===== src/rtl/button_input.sv =====
// button_input: synchronises, debounces and edge-detects active-low push buttons,
// producing press/release pulses and Tetris-style auto-repeat pulses per button.
module button_input #(
    parameter int N_BTN               = 2,
    parameter int DEBOUNCE_CYCLES     = 270000,
    parameter int REPEAT_DELAY_CYCLES = 8100000,
    parameter int REPEAT_RATE_CYCLES  = 2700000
) (
    input  logic             clk,
    input  logic             rst,
    input  logic [N_BTN-1:0] btn_n,
    output logic [N_BTN-1:0] btn_level,
    output logic [N_BTN-1:0] btn_press,
    output logic [N_BTN-1:0] btn_release,
    output logic [N_BTN-1:0] btn_repeat
);
    localparam int DW   = $clog2(DEBOUNCE_CYCLES + 1);
    localparam int TMAX = (REPEAT_DELAY_CYCLES > REPEAT_RATE_CYCLES) ? REPEAT_DELAY_CYCLES : REPEAT_RATE_CYCLES;
    localparam int TW   = $clog2(TMAX + 1);
    localparam logic [1:0] IDLE   = 2'd0;
    localparam logic [1:0] DELAY  = 2'd1;
    localparam logic [1:0] REPEAT = 2'd2;
    localparam logic [DW-1:0] DB_LAST   = DW'(DEBOUNCE_CYCLES - 1);
    localparam logic [TW-1:0] DLY_LAST  = TW'(REPEAT_DELAY_CYCLES - 1);
    localparam logic [TW-1:0] RATE_LAST = TW'(REPEAT_RATE_CYCLES - 1);
    genvar i;
    for (i = 0; i < N_BTN; i++) begin : g_ch
        logic          s1, s2, level, press, rel, rep, flip, tmr_hit;
        logic [DW-1:0] cnt;
        logic [TW-1:0] tmr;
        logic [1:0]    st;
        always_comb begin
            flip    = (s2 != level) && (cnt == DB_LAST);
            tmr_hit = (st == DELAY) ? (tmr == DLY_LAST) : (st == REPEAT) && (tmr == RATE_LAST);
        end
        // a level flip overrides the timer, so a release never emits a repeat
        always_ff @(posedge clk) begin
            if (rst) begin
                s1    <= 1'b0;
                s2    <= 1'b0;
                cnt   <= '0;
                level <= 1'b0;
                press <= 1'b0;
                rel   <= 1'b0;
                rep   <= 1'b0;
                tmr   <= '0;
                st    <= IDLE;
            end else begin
                s1    <= ~btn_n[i];
                s2    <= s1;
                cnt   <= (s2 == level || flip) ? '0 : cnt + 1'b1;
                level <= level ^ flip;
                press <= flip && !level;
                rel   <= flip && level;
                rep   <= flip ? !level : tmr_hit;
                st    <= flip ? (level ? IDLE : DELAY) : (tmr_hit ? REPEAT : st);
                tmr   <= (flip || tmr_hit || st == IDLE) ? '0 : tmr + 1'b1;
            end
        end
        assign btn_level[i]   = level;
        assign btn_press[i]   = press;
        assign btn_release[i] = rel;
        assign btn_repeat[i]  = rep;
    end
endmodule


===== config.mk =====
export PLATFORM = sky130hd
export DESIGN_NAME = button_input
export DESIGN_NICKNAME = d
export VERILOG_FILES = /design/src/rtl/button_input.sv
export SDC_FILE = /design/constraint.sdc
export NUM_CORES = 1
export LEC_CHECK = 0
export BUFFER_PORTS_ARGS = -buffer_cell sky130_fd_sc_hd__buf_2
export CAP_MARGIN = 25
export CORE_MARGIN = 2
export CORE_UTILIZATION = 54
export DETAILED_ROUTE_END_ITERATION = 6
export HOLD_SLACK_MARGIN = 0.06
export PLACE_DENSITY = 0.71
export SYNTH_ARGS = -nofsm -noshare
export SYNTH_HDL_FRONTEND = slang
export SYNTH_SLANG_ARGS = --single-unit

===== constraint.sdc =====
create_clock -name clk -period 5.2 [get_ports clk]
set_input_delay 0.52 -clock clk [delete_from_list [all_inputs] [get_ports clk]]
set_output_delay 0.52 -clock clk [all_outputs]
set_load 0.05 [all_outputs]

==> After elaboration in Yosys (flattened, before gate mapping) <==
Cells that the tools add are included.
{ "totals": {"wordCells": 74, "inputBits": 4, "output_inout_bits": 8, "register_bits": 100} }
{ "op_classes": {"n_addsub": 4, "eq_ne": 14, "bitwise_logic": 4, "n_reduce_logical": 24, "muxes": 10} }
{ "op_table": {"columns": ["op", "count"], "rows": [
  ["$add A23 B1 Y23 const B", 2],
  ["$eq A23 B22 Y1 const B", 2],
  ["$eq A23 B23 Y1 const B", 2],
  ["$add A19 B1 Y19 const B", 2],
  ["$eq A19 B19 Y1 const B", 2],
  ["$logic_and A1 B1 Y1", 8],
  ["$mux W2", 4],
  ["$reduce_or A2 Y1", 4],
  ["$logic_or A1 B1 Y1", 6],
  ["$mux W1", 6],
  ["$eq A2 B1 Y1 const B", 2],
  ["$eq A2 B2 Y1 const B", 2],
  ["$logic_not A2 Y1", 2],
  ["$reduce_bool A2 Y1", 2],
  ["$eq A1 B1 Y1", 2],
  ["$logic_not A1 Y1", 2],
  ["$ne A1 B1 Y1", 2],
  ["$not A1 Y1", 2],
  ["$xor A1 B1 Y1", 2]
]} }

==> Logic depth before layout (Yosys ltp) <==
{ "logic_depth": {"depth_word": 6, "ltp_mapped": 8} }

==> Worst setup path before layout <==
No wires, ideal clock.
{ "synth_timing": {"path_kind": "reg2reg", "startpoint": "register g_ch[1].tmr[6]", "endpoint": "register g_ch[1].st[0]", "setup_time_ns": 0.127, "stages_incl_launch_ff": 6, "synth_period_minus_slack_ns": 2.035, "required_time_ns": 5.073, "path_buffers": 0, "path_slack_ns": 3.165, "arrival_time_ns": 1.908, "cell_sequence": "dfxtp_1 -> or4b_1 -> or4_4 -> a21oi_2 -> nor4b_1 -> or3_1"} }
{ "synth_via": {"elab_chain_cells": 4, "word_cells_on_any_way": 5, "cone_classes": "eq/ne (2); mux (1); reduce/logical (2)"} }
{ "synth_rtl": {"columns": ["element", "line", "source"], "rows": [
  ["start: declaration", "30", "logic [TW-1:0] tmr;"],
  ["start signal: assignment", "57", "tmr <= (flip || tmr_hit || st == IDLE) ? '0 : tmr + 1'b1;"],
  ["$eq A23 B22 Y1", "34", "tmr_hit = (st == DELAY) ? (tmr == DLY_LAST) : (st == REPEAT) && (tmr == RATE_LAST);"],
  ["$logic_and A1 B1 Y1", "34", null],
  ["$mux W1 (*)", "34", null],
  ["$reduce_bool A2 Y1 (no source line) (*)", null, null],
  ["end signal: assignment", "56", "st <= flip ? (level ? IDLE : DELAY) : (tmr_hit ? REPEAT : st);"],
  ["end: declaration", "31", "logic [1:0] st;"]
]} }
Every way passes the cells marked *; elsewhere a longest branch is shown, timed or not.
A chain may end at the register's enable or synchronous reset.

==> Worst setup path in the final report <==
{ "layout_timing": {"startpoint": "register g_ch[0].tmr[15]", "endpoint": "register g_ch[0].tmr[9]"} }
{ "layout_via": {"elab_chain_cells": 6, "word_cells_on_any_way": 7, "cone_classes": "eq/ne (2); mux (1); reduce/logical (4)"} }
{ "layout_rtl": {"columns": ["element", "line"], "rows": [
  ["start: declaration", "30"],
  ["start signal: assignment", "57"],
  ["$eq A23 B22 Y1", "34"],
  ["$logic_and A1 B1 Y1", "34"],
  ["$mux W1 (*)", "34"],
  ["$logic_or A1 B1 Y1 (*) (2 in series)", "57"],
  ["$reduce_or A2 Y1 (no source line) (*)", null]
]} }
Marked as above.

==> key figures <==
Status
  – Outcome: complete, no violations

Placed design
  – Pre-CTS setup slack: 2760 ps
  – Final GP Congestion: 0.830
  – Placed cells: 605
  – DPL Wire Length: 5630 µm
  – Port Buf Inserts: 11

Die
  – Die area: 9160 µm²
  – Initial Util: 55.5%
  – I/O pin cnt: 12
  – Horiz. Die Dim: 95.7 µm
  – Core ar.: 8180 µm²
  – Die H: 95.7 µm
  – Cell Rows: 33

Power
  – Switching share of total power: 21.7%
  – Seq pwr share: 57.3%
  – Clock network fraction of total power: 42.0%
  – Leakage: 0.00151 µW
  – Total power: 1340 µW
  – Internal power: 1050 µW
  – VDD IR-drop max: 0.196 mV
  – Psw: 291 µW
  – Comb power frac: 0.7%
  – PwrDens: 279 nW/µm²

CTS
  – Clk Latency, worst-skew pair: 370 ps
  – CTS Sinks: 100
  – CTS tree: yes
  – Worst-path clk slew: 100 ps
  – CTS Buf Count: 9
  – CTS root buf: clkbuf_8
  – Clk buf depth: 2
  – Post-CTS Setup Bufs: 0
  – Depth of the CTS H-tree: 3
  – Post_cts resized: 0
  – Hold buffers post-CTS: 0

Drt
  – ANT nets after route: 0
  – DR pass1 iterations: 6
  – Final wirelength: 8160 µm
  – Vias: 3435
  – # DRC: 0
  – Drt via density: 5.53
  – First-iteration detailed-routing DRC count: 79
  – Wire per inst: 13.1 µm

Timing
  – Worst Clk Skew: 13.8 ps
  – Post-route minimum period: 2440 ps
  – Post-route setup slack: 2760 ps
  – RSZ-0062 raised after global routing: false
  – Fin. Hold Viols: 0
  – Final Cycle Share: 46.9%
  – Worst-case headroom to the max-slew limit: 42.0%
  – Final setup TNS: 0 ps
  – Fmax: 410 MHz
  – Worst-margin pin slew: 859 ps
  – Final setup vio count: 0
  – Pins Over Slew Limit: 0

Logic synthesis
  – Yosys warnings: 0
  – Number of synthesized flops with an enable pin: 0
  – Post-synthesis mux area share: 0.221%
  – #FFs+latches synth: 100
  – Compound-Gate Fraction of Synth Area: 2.43%
  – Post-Synth Adder-Cell Area: 1.10%
  – Fraction of the yosys area taken by sequential cells: 44.1%
  – Synth Instances: 514
  – Library cells used by synthesis: 48
  – Largest family of logic cells by synthesized area: simple AND/OR/NAND/NOR gates
  – Post-Synth Simple-Gate Area: 32.6%
  – Post-synthesis xor/xnor area fraction: 15.0%
  – Post-Syn Area: 4540 µm²
  – Post-Synthesis Mean Instance Area: 8.83 µm²
  – Async SR Flop Fraction: 0%
  – Top_reg_cell synth: dfxtp_1
  – Net Count, Synth: 522

Finish
  – Post-layout nets: 519
  – Final std cells w/o fill: 621
  – Share of cells above drive strength 1: 6.78%
  – # diodes: 0
  – Syn-to-layout area delta: 5.73%

Setup path
  – Worst Setup Path Type: flip-flop to flip-flop
  – Max Fanout on Critical Path: 21
  – CP Launch Type: flip-flop
  – Arrival time at the worst endpoint: 2660 ps
  – Setup crit end kind: flip-flop
  – Critical Path RT: 5430 ps

Global route
  – Largest net degree at the start of global routing: 24
  – First-pass GRT wire length: 14400 µm
  – Initial antenna violation count: 0
  – Number of global-route vias before repair: 3228
  – GRT Resource Usage Total: 19.7%
  – Grt total ovfl: 0

Min path
  – Min-Delay Path Class: input pin to flip-flop

Job
  – Max cap viols: 0
-- synth_stat cells, drive strengths merged (3+ instances only) --
library cell / n / area (µm²)
ha: 4 / 50.1
and2: 4 / 25.0
nor2: 111 / 417
and4: 14 / 125
nand2: 25 / 93.8
nor4: 6 / 37.5
a21oi: 5 / 32.5
dfxtp: 100 / 2000
xor2: 40 / 350
nand3: 30 / 150
nor4b: 14 / 123
clkbuf: 9 / 33.8
nor3: 9 / 45.0
nor2b: 3 / 18.8
nand4: 27 / 169
and3: 14 / 88.8
o21ai: 3 / 15.0
nor4bb: 4 / 40.0
or4: 5 / 41.3
xnor2: 38 / 333
buf: 15 / 114
inv: 12 / 45.0
-- kinds of logic after synthesis --
group	Yosys count
DFF	100
xor gates and xnor gates	78
adders and majority gates	4
AOI/OAI and AO/OA	15
muxes	1
and+or+nand+nor	279
buffers and inverters	37
-- metal layers --
metal  vias to the layer above  track usage [%]  part of all wire (%)
met5                         -                0                     0
met2                        43             33.4                    48
met1                      1630             25.0                    48
li1                       1756                -                     -
met3                         6             5.45                   3.1
met4                         0             3.93                  0.72
-- final cells by class --
class                   instances  area, µm²
fillers                       742       3380
repair buffers                 11       55.1
inverters                      12       45.0
clock buffers                   9        124
well taps                     105        131
clock inverters                 7        108
flip-flops and latches        100       2000
multi-input cells             377       2330
-- worst max-delay path, cell delays in order, from the launching register on --
cell      delay [ps]
dfxtp_1          460
nand4b_1         120
or4_1            540
a211oi_2         390
or3b_1           670
nor2_1           120
-- flip-flops by register name (all words and copies together), names as in the netlist, named ones only --
signal and flops:
g_ch.s1 2, g_ch.rel 2, g_ch.press 2, g_ch.tmr 46, g_ch.s2 2, g_ch.rep 2, g_ch.st 4, g_ch.cnt 38
-- layout by cell type (no fill, tap or decap), types with 2 or more instances in the layout --
cell type / count
xnor2_1: 38
and4_1: 12
bufinv_16: 2
nor4_1: 6
nor2_1: 111
inv_1: 12
nor4b_1: 14
nor4bb_1: 4
inv_8: 2
nor3_1: 9
xor2_1: 40
clkbuf_8: 9
and4_2: 2
nand2_1: 25
a21oi_1: 3
o21ai_0: 3
a21oi_2: 2
and3_1: 13
nand4b_1: 2
or4_1: 4
and2_1: 4
nand3_1: 30
nand4_1: 27
buf_2: 11
nor3b_1: 2
dfxtp_1: 100
clkinv_4: 2
nor2b_1: 3
ha_1: 4
-- power by group through the flow --
stage	clock network, µW	registers (µW)	logic [µW]
after floorplan	0	786	7.13
after global placement	0	786	8.69
after detailed placement	0	786	9.01
after CTS	579	769	9.02
after global routing	608	769	10.1
final	563	769	8.92
-- through the flow --
step,utilization (%),instance area [µm²],hold slack (ps)
finish,58.7,4800,308
global route,58.7,4800,283
CTS,58.7,4800,287
detailed placement,55.9,4570,431
global placement,55.9,4570,420
floorplan,-,4540,413
-- worst paths after layout --
check	cells after the start	startpoint	to	slack (ps)
worst min register to register	1	g_ch[1].s1	g_ch[1].s2	440
worst min-delay path	2	btn_n[0]	g_ch[0].s1	310
worst max-delay path	5	g_ch[0].tmr[15]	g_ch[0].tmr[9]	2760
worst max register to register	5	g_ch[0].tmr[15]	g_ch[0].tmr[9]	2760
Note: power is estimated with default switching activity, not from simulation.
